--- src/rtl/comparator_pkg.sv ---
// comparator_pkg: result encodings and default counter width shared by the comparator slice
package comparator_pkg;
  localparam logic [2:0] RES_SMALLER = 3'b100;
  localparam logic [2:0] RES_EQUAL = 3'b010;
  localparam logic [2:0] RES_GREATER = 3'b001;
  localparam int CNT_W_DEFAULT = 8;
endpackage

--- src/rtl/sat_counter.sv ---
// sat_counter: saturating event counter with synchronous clear
module sat_counter #(
  parameter int W = 8
) (
  input logic clk,
  input logic rst_n,
  input logic clr,
  input logic inc,
  output logic [W-1:0] count
);
  logic [W-1:0] count_d, count_q;
  always_comb begin
    count_d = clr ? '0 : (inc && count_q != '1) ? count_q + 1'b1 : count_q;
  end
  always_ff @(posedge clk) begin
    if (!rst_n) count_q <= '0;
    else count_q <= count_d;
  end
  assign count = count_q;
endmodule

--- src/rtl/comparator_1bit.sv ---
// comparator_1bit: registered 1-bit magnitude comparator with saturating per-result counters
module comparator_1bit
  import comparator_pkg::*;
#(
  parameter int CNT_W = CNT_W_DEFAULT
) (
  input logic clk,
  input logic rst_n,
  input logic in_valid,
  input logic a,
  input logic b,
  input logic cnt_clr,
  output logic out_valid,
  output logic smaller,
  output logic equal,
  output logic greater,
  output logic [CNT_W-1:0] cnt_smaller,
  output logic [CNT_W-1:0] cnt_equal,
  output logic [CNT_W-1:0] cnt_greater
);
  logic [2:0] res_d, res_q;
  logic out_valid_d, out_valid_q;
  always_comb begin
    res_d = !in_valid ? res_q : (a == b) ? RES_EQUAL : a ? RES_GREATER : RES_SMALLER;
    out_valid_d = in_valid;
  end
  always_ff @(posedge clk) begin
    if (!rst_n) begin
      res_q <= '0;
      out_valid_q <= 1'b0;
    end else begin
      res_q <= res_d;
      out_valid_q <= out_valid_d;
    end
  end
  assign {smaller, equal, greater} = res_q;
  assign out_valid = out_valid_q;
  sat_counter #(.W(CNT_W)) u_cnt_smaller (
    .clk(clk), .rst_n(rst_n), .clr(cnt_clr), .inc(in_valid & res_d[2]), .count(cnt_smaller)
  );
  sat_counter #(.W(CNT_W)) u_cnt_equal (
    .clk(clk), .rst_n(rst_n), .clr(cnt_clr), .inc(in_valid & res_d[1]), .count(cnt_equal)
  );
  sat_counter #(.W(CNT_W)) u_cnt_greater (
    .clk(clk), .rst_n(rst_n), .clr(cnt_clr), .inc(in_valid & res_d[0]), .count(cnt_greater)
  );
endmodule

--- config.mk ---
export PLATFORM = sky130hd
export DESIGN_NAME = comparator_1bit
export DESIGN_NICKNAME = d
export VERILOG_FILES = /design/src/rtl/comparator_pkg.sv /design/src/rtl/sat_counter.sv /design/src/rtl/comparator_1bit.sv
export SDC_FILE = /design/constraint.sdc
export NUM_CORES = 1
export LEC_CHECK = 0
export ABC_CLOCK_PERIOD_IN_PS = 3100
export CORE_MARGIN = 8
export CORE_UTILIZATION = 51
export CTS_BUF_LIST = sky130_fd_sc_hd__clkbuf_8 sky130_fd_sc_hd__clkbuf_16
export DETAILED_ROUTE_END_ITERATION = 6
export PLACE_DENSITY = 0.83
export SETUP_SLACK_MARGIN = 0.5
export SLEW_MARGIN = 5
export SYNTH_ARGS = -nofsm -noshare
export SYNTH_HDL_FRONTEND = slang
export SYNTH_SLANG_ARGS = --single-unit
--- constraint.sdc ---
create_clock -name clk -period 3.1 [get_ports clk]
set_input_delay 0.31 -clock clk [delete_from_list [all_inputs] [get_ports clk]]
set_output_delay 0.31 -clock clk [all_outputs]
set_load 0.05 [all_outputs]
# Word level (Yosys, flattened, before mapping)
# Cells that the tools add are included.
# Widths: inputs -> output; s select.
# word_totals
reg_bits	28
inputBits	6
output_inout_bits	28
word_cells	23
# classes
add_sub_neg	3
n_eq_ne	4
muxes	3
n_bitwise	4
n_reduce_logical	4
# ops
op	n
$add 8x1->8 const B	3
$ne 8x8->1 const B	3
$mux 3	3
$and 1x1->1	3
$logic_and 1x1->1	3
$reduce_or 2->1	1
$eq 1x1->1	1
$not 1->1	1

# Depth between registers and ports, before layout
# Gate-level depths: netlist (run 1).
# depth
word_depth	5
ltp_mapped	7
depth_no_buf	6

# Cells and area by module
# Synthesis (run 1) repeated with hierarchy kept, for this count alone.
# unflattened
cells_unflattened	156
area_unflattened_um2	1448.9
# by_module_without_submodules
module	n_inst	cells_each	area_each_um2	seq_area_each_um2
sat_counter	3	46	421.7	160.2
comparator_1bit	1	18	183.9	80.1

# Worst setup path before layout (run 1)
# No wires, ideal clock.
# synth_timing
kind	flip-flop to flip-flop
startpoint	register u_cnt_equal.count_q[0], in the netlist u_cnt_equal.count[0]
endpoint	register u_cnt_equal.count_q[5], in the netlist u_cnt_equal.count[5]
setup_time_ps	71
arrival_ps	1679
setup_slack_ps	1351
stages_incl_launch_ff	5
path_cell_list	dfxtp_1 -> ha_1 -> a41o_1 -> or4_1 -> a21oi_1
# synth_via
elab_chain_len	2
word_cells_on_any_way	3
# synth_rtl
item	line	rtl
from (decl)	sat_counter.sv:11	logic [W-1:0] count_d, count_q;
from (signal assigned)	sat_counter.sv:17	else count_q <= count_d;
parallel branches: the longest is 2 deep, another holds $add 8x1->8	n/a	
# Parallel ways; which one is timed is not known.
# A chain may end at the register's enable or synchronous reset.

# Final worst setup path (run 1)
# layout_timing
startpoint	input port a
endpoint	register u_cnt_equal.count_q[5], in the netlist u_cnt_equal.count[5]
# layout_via
elab_chain_len	5
# layout_rtl
item	line	rtl
from (decl)	comparator_1bit.sv:10	input logic a,
$eq 1x1->1	comparator_1bit.sv:24	res_d = !in_valid ? res_q : (a == b) ? RES_EQUAL : a ? RES_GREATER : RES_SMALLER;
$mux 3 (2 in series)	comparator_1bit.sv:24	
$and 1x1->1	comparator_1bit.sv:42	.clk(clk), .rst_n(rst_n), .clr(cnt_clr), .inc(in_valid & res_d[1]), .count(cnt_equal)
$logic_and 1x1->1	sat_counter.sv:13	count_d = clr ? '0 : (inc && count_q != '1) ? count_q + 1'b1 : count_q;
# Every way passes these cells.

==> impl_results.md, run 1 <==
* H-tree levels at 1
* Mapped cell area at 0.00134 sq mm
* Post-layout util at 69.5%
* Pwr Density at 355 mW/mm^2
* Cells after Synth at 160
* Netlist cell types at 34
* RR Startpoint: u_cnt_equal.count[0]
* Hold slack at 0.483 ns
* CTS tree: done
* CP endpoint kind: register
* Hold WC Path Type: register to register
* Post-CTS Setup Inserts at 0
* Initial antenna violation count at 0
* Gr busiest metal: met2
* Synthesis-to-finish area growth at 28.6%
* Final Critical Period at 1.99 ns
* Met2 usage at 23.9%
* CTS max path bufs at 2
* FFs w/ async S/R, synth at 0%
* Routability cong. at 0.839
* GRT Util Overall at 14.3%
* Syn Area/Cell at 8.38 sq um
* Relative slew slack at 43.6%
* Final setup TNS at 0 ns
* Max-slew violations at 0
* Clk slew on worst S/H paths at 0.09 ns
* FMAX at 502 MHz
* Vias per cell at 5.78
* Critical Path Start Type: input port
* Overflow after GRT at 0
* Clock skew at 0.00453 ns
* Post-CTS Hold Fix Bufs at 0
* Vias at 1271
* Highest-count cells in the layout ignoring fill and taps: 33 x clkdlybuf4s50_1, 28 x dfxtp_1, 16 x nor2_1, 12 x nand3_1, 11 x nand2_1
* CP Max Fanout at 6
* CTS root buf: clkbuf_8
* Most common cell after layout, fill and taps aside: clkdlybuf4s50_1
* PortBufs at 33
* Final hold viol count at 0
* Row Count at 18
* Area of the core at 0.00248 sq mm
* DR pass1 iterations at 4
* Post-Route WL at 3.10 mm
* Io pins at 34
* Flop-to-flop setup slack at 1.47 ns
* Worst path arrival time at 2.19 ns
* Status: finished, final reports clean
* Lkg Pwr at 0.574 nW
* Die width at 67.3 microns
* DIE HEIGHT at 67.3 microns
* Post-synth EDFFs at 0
* Clk sinks at 28
* Sequential area share after synthesis at 41.8%
* RSZ-0062 raised after global routing: false
* #FFs+latches synth at 28
* First-pass GRT wire length at 5.22 mm
* Setup-failing EPs final at 0
* WHS Path Cells at 2
* GR Util met3 at 4.14%
* R2R depth at 4
* Num CTS Buffers at 3
* Die area at 0.00452 sq mm
* # nets final at 203
* Post_cts resized at 0
* Residual DRC at 0
* Worst slew pin tran at 0.844 ns
* Number of routed nets with antenna violations at 0
* Top_reg_cell synth: dfxtp_1
* Diode count at 0
* Avg WL per Cell at 14.1 microns
* Met1 GRT Util at 17.6%
* Clk Latency, worst-skew pair at 0.27 ns
* Share of cells above drive strength 1 at 4.21%
* Worst IR drop on VDD at 0.313 mV
* Final worst-path cycle share at 64.3%
* Min-Delay Startpoint: res_q[2]
* Crit path from: a
* Fill count at 208
* Warning count from the yosys run at 0
* 1st-iter DRT viols at 89
* Detail Placement HPWL at 2.32 mm
* WS Path Type: input port to register
* Syn nets at 171
* Initial core utilization at 54.1%
* Crit path required time at 3.29 ns
* Number of global-route vias before repair at 1184
* Largest net degree at the start of global routing at 17
* Maxcap violations at 0
-- layout make-up --
| cell class | instances | area (sq um) | share of cell area (%) |
|---|---|---|---|
| multi-input cells | 123 | 742 | 43.1 |
| flip-flops and latches | 28 | 561 | 32.5 |
| repair buffers | 33 | 330 | 19.2 |
| clock buffers | 3 | 41.3 | 2.40 |
| well taps | 30 | 37.5 | 2.18 |
| inverters | 3 | 11.3 | 0.654 |
-- power breakdown --
group | internal [mW] | switching [mW] | leakage (nW)
clock network | 0.0870 | 0.103 | 0.0216
logic | 0.0202 | 0.0350 | 0.327
registers | 0.363 | 0.00327 | 0.226
-- cell usage after synthesis, types with 4 or more instances --
master     n  area, sq um
nor3_1     7         35.0
o21ai_0   10         50.1
and2_1     4         25.0
ha_1       5         62.6
nand3_1   12         60.1
nand4_1    7         43.8
nand2b_1   4         25.0
a211oi_1   4         30.0
dfxtp_1   28          561
a31oi_1    5         31.3
clkbuf_1   5         18.8
nor2_1    16         60.1
a21oi_1    8         40.0
nand2_1   11         41.3
-- metal layers --
metal	wire length, microns	vias up	part of all wire, %
li1	-	648	-
met1	1450	592	47
met2	1430	27	46
met3	204	4	6.6
met4	20	0	0.65
met5	0	-	0
-- metrics by stage --
stage	area (sq um)	total power, mW	cells	setup slack [ns]
global placement	1680	0.429	217	0.912
floorplan	1340	0.410	160	1.35
finish	1720	0.612	220	1.11
global route	1720	0.638	220	1.03
CTS	1720	0.618	220	1.11
detailed placement	1680	0.430	217	0.839
-- worst max-delay path, cell delays in order --
cell             delay, ns
clkdlybuf4s50_1       0.48
inv_1                 0.05
ha_1                  0.30
nand2_2               0.10
a41o_1                0.29
or4_1                 0.50
a21oi_1               0.15
-- registers in the layout, indices dropped and copies added, names as in the netlist --
| signal | cells |
|---|---|
| out_valid | 1 |
| res_q | 3 |
| u_cnt_equal.count | 8 |
| u_cnt_greater.count | 8 |
| u_cnt_smaller.count | 8 |
-- kinds of logic after synthesis --
family	share of synthesized area, %
and+or+nand+nor	30.0
AOI/OAI and AO/OA	16.6
DFF	41.8
buffers and inverters	2.80
adders and majority gates	4.67
xor gates and xnor gates	2.61
muxes	1.49
-- final timing paths --
kind                                to
hold / removal                res_q[2]
setup / recovery  u_cnt_equal.count[5]
setup reg to reg  u_cnt_equal.count[5]
hold reg to reg               res_q[2]
(Power assumes the default switching activity.)
==> run 2: changes to the inputs <==
--- a/config.mk
+++ b/config.mk
@@ -5,12 +5,12 @@
 export SDC_FILE = /design/constraint.sdc
 export NUM_CORES = 1
 export LEC_CHECK = 0
-export ABC_CLOCK_PERIOD_IN_PS = 3100
+export ABC_CLOCK_PERIOD_IN_PS = 2100
 export CORE_MARGIN = 8
-export CORE_UTILIZATION = 51
+export CORE_UTILIZATION = 48
 export CTS_BUF_LIST = sky130_fd_sc_hd__clkbuf_8 sky130_fd_sc_hd__clkbuf_16
 export DETAILED_ROUTE_END_ITERATION = 6
-export PLACE_DENSITY = 0.83
+export PLACE_DENSITY = 0.78
 export SETUP_SLACK_MARGIN = 0.5
 export SLEW_MARGIN = 5
 export SYNTH_ARGS = -nofsm -noshare
==> constraint.sdc (replaced) <==
create_clock -name clk -period 2.1 [get_ports clk]
set_input_delay 0.21 -clock clk [delete_from_list [all_inputs] [get_ports clk]]
set_output_delay 0.21 -clock clk [all_outputs]
set_load 0.05 [all_outputs]
==> run 2 against run 1 <==
Total power grew 49%. Critical path type is now register to output pin. Sequential share of layout area grew 0.065 points. Highest routed layer unchanged. Flip-flop and latch count is the same.
==> impl_results.md, run 2 (synthesis gave the netlist of run 1 again) <==
* Status: finished, final reports clean
* CTS max path bufs at 2
* Initial antenna violation count at 0
* Slowest-stage cell, CP: dlygate4sd2_1
* Lkg Pwr at 0.758 nW
* Largest net degree at the start of global routing at 17
* FMAX at 659 MHz
* Hold WC Path Type: input port to register
* Share of cells above drive strength 1 at 13.3%
* Number of global-route vias before repair at 1171
* CTS tree: done
* Worst slew pin tran at 0.692 ns
* Pwr Density at 518 mW/mm^2
* Highest-count cells in the layout ignoring fill and taps: 29 x dlygate4sd2_1, 17 x dfxtp_1, 16 x nor2_1, 12 x nand3_1
* Clk slew on worst S/H paths at 0.09 ns
* H-tree levels at 1
* Placed Instances at 223
* WS Path Type: register to output pin
* # nets final at 208
* Vias at 1316
* CP endpoint kind: output pin
* Post-CTS Setup Inserts at 0
* Io pins at 34
* Most common cell after layout, fill and taps aside: dlygate4sd2_1
* CP top delay family: buffers and inverters
* Crit path cell chain: dlygate4sd2_1
* Critical Path Start Type: register
* Maxcap violations at 0
* Row Count at 19
* Post-Route WL at 3.22 mm
* DIE HEIGHT at 68.8 microns
* Setup slack after layout at 0.582 ns
* Hold slack at 0.363 ns
* Clock skew at 0.00281 ns
* Area of the multi-input gates at 759 sq um
* Clk Latency, worst-skew pair at 0.27 ns
* Worst IR drop on VDD at 0.464 mV
* Gr busiest metal: met2
* Initial core utilization at 49.4%
* Register area at 574 sq um
* RSZ-0062 raised after global routing: false
* Total power at 0.913 mW
* GRT Util Overall at 13.9%
* Worst path arrival time at 1.31 ns
* Final Critical Period at 1.52 ns
* Fin cells at 226
* Max-slew violations at 0
* Diode count at 0
* Number of routed nets with antenna violations at 0
* Met1 GRT Util at 15.2%
* Relative slew slack at 53.9%
* PortBufs at 33
* Residual DRC at 0
* Setup WS pre-CTS at 0.0850 ns
* First-pass GRT wire length at 5.09 mm
* Final hold viol count at 0
* Vias per cell at 5.82
* Avg WL per Cell at 14.2 microns
* Die width at 68.8 microns
* Setup-failing EPs final at 0
* DR pass1 iterations at 4
* CP Max Fanout at 9
* Synthesis-to-finish area growth at 31.5%
* CP bufs+invs at 1
* Largest stage delay, worst path at 0.57 ns
* Routability cong. at 0.785
* GR Util met3 at 2.42%
* Fill count at 245
* Post-layout util at 65.0%
* Num CTS Buffers at 3
* Crit path required time at 1.89 ns
* Clk sinks at 28
* Overflow after GRT at 0
* Placed Area at 0.00173 sq mm
* 1st-iter DRT viols at 78
* Met2 usage at 25.7%
* Detail Placement HPWL at 2.43 mm
* Die area at 0.00474 sq mm
* Final setup TNS at 0 ns
* Area of the core at 0.00271 sq mm
* Final worst-path cycle share at 72.3%
* Design area at 0.00176 sq mm
* CTS root buf: clkbuf_8
==> run 2: worst paths after layout <==
| check | start | endpoint | slack [ns] | cells after the start |
|---|---|---|---|---|
| max | u_cnt_equal.count[3] | cnt_equal[3] | 0.58 | 1 |
| min | in_valid | res_q[2] | 0.36 | 3 |
| max reg2reg | u_cnt_equal.count[0] | u_cnt_equal.count[5] | 0.58 | 4 |
| min reg2reg | u_cnt_smaller.count[1] | u_cnt_smaller.count[1] | 0.49 | 2 |
==> run 2: cell type report <==
type / instances / area share [%]
Multi-Input combinational cell: 123 / 43.1
Sequential cell: 28 / 32.6
Timing Repair Buffer: 38 / 19.1
Clock buffer: 3 / 2.34
Tap cell: 31 / 2.20
Inverter: 3 / 0.639
==> run 2: report_power, final <==
part / switching, mW / internal [mW] / leakage, nW
logic: 0.0547 / 0.0332 / 0.505
clock network: 0.155 / 0.129 / 0.0216
registers: 0.00446 / 0.537 / 0.232
==> run 2: metal layers <==
layer	wire length, microns	share of wire (%)
met1	1340	42
met3	169	5.3
met4	53	1.6
met5	0	0
met2	1660	52
==> run 2: what timing repair did <==
| action | CTS | global route |
|---|---|---|
| resized for setup | 30 | 3 |
| pin swaps | 2 | 0 |
| setup endpoints to repair | 30 | 3 |
| hold buffers | 0 | 0 |
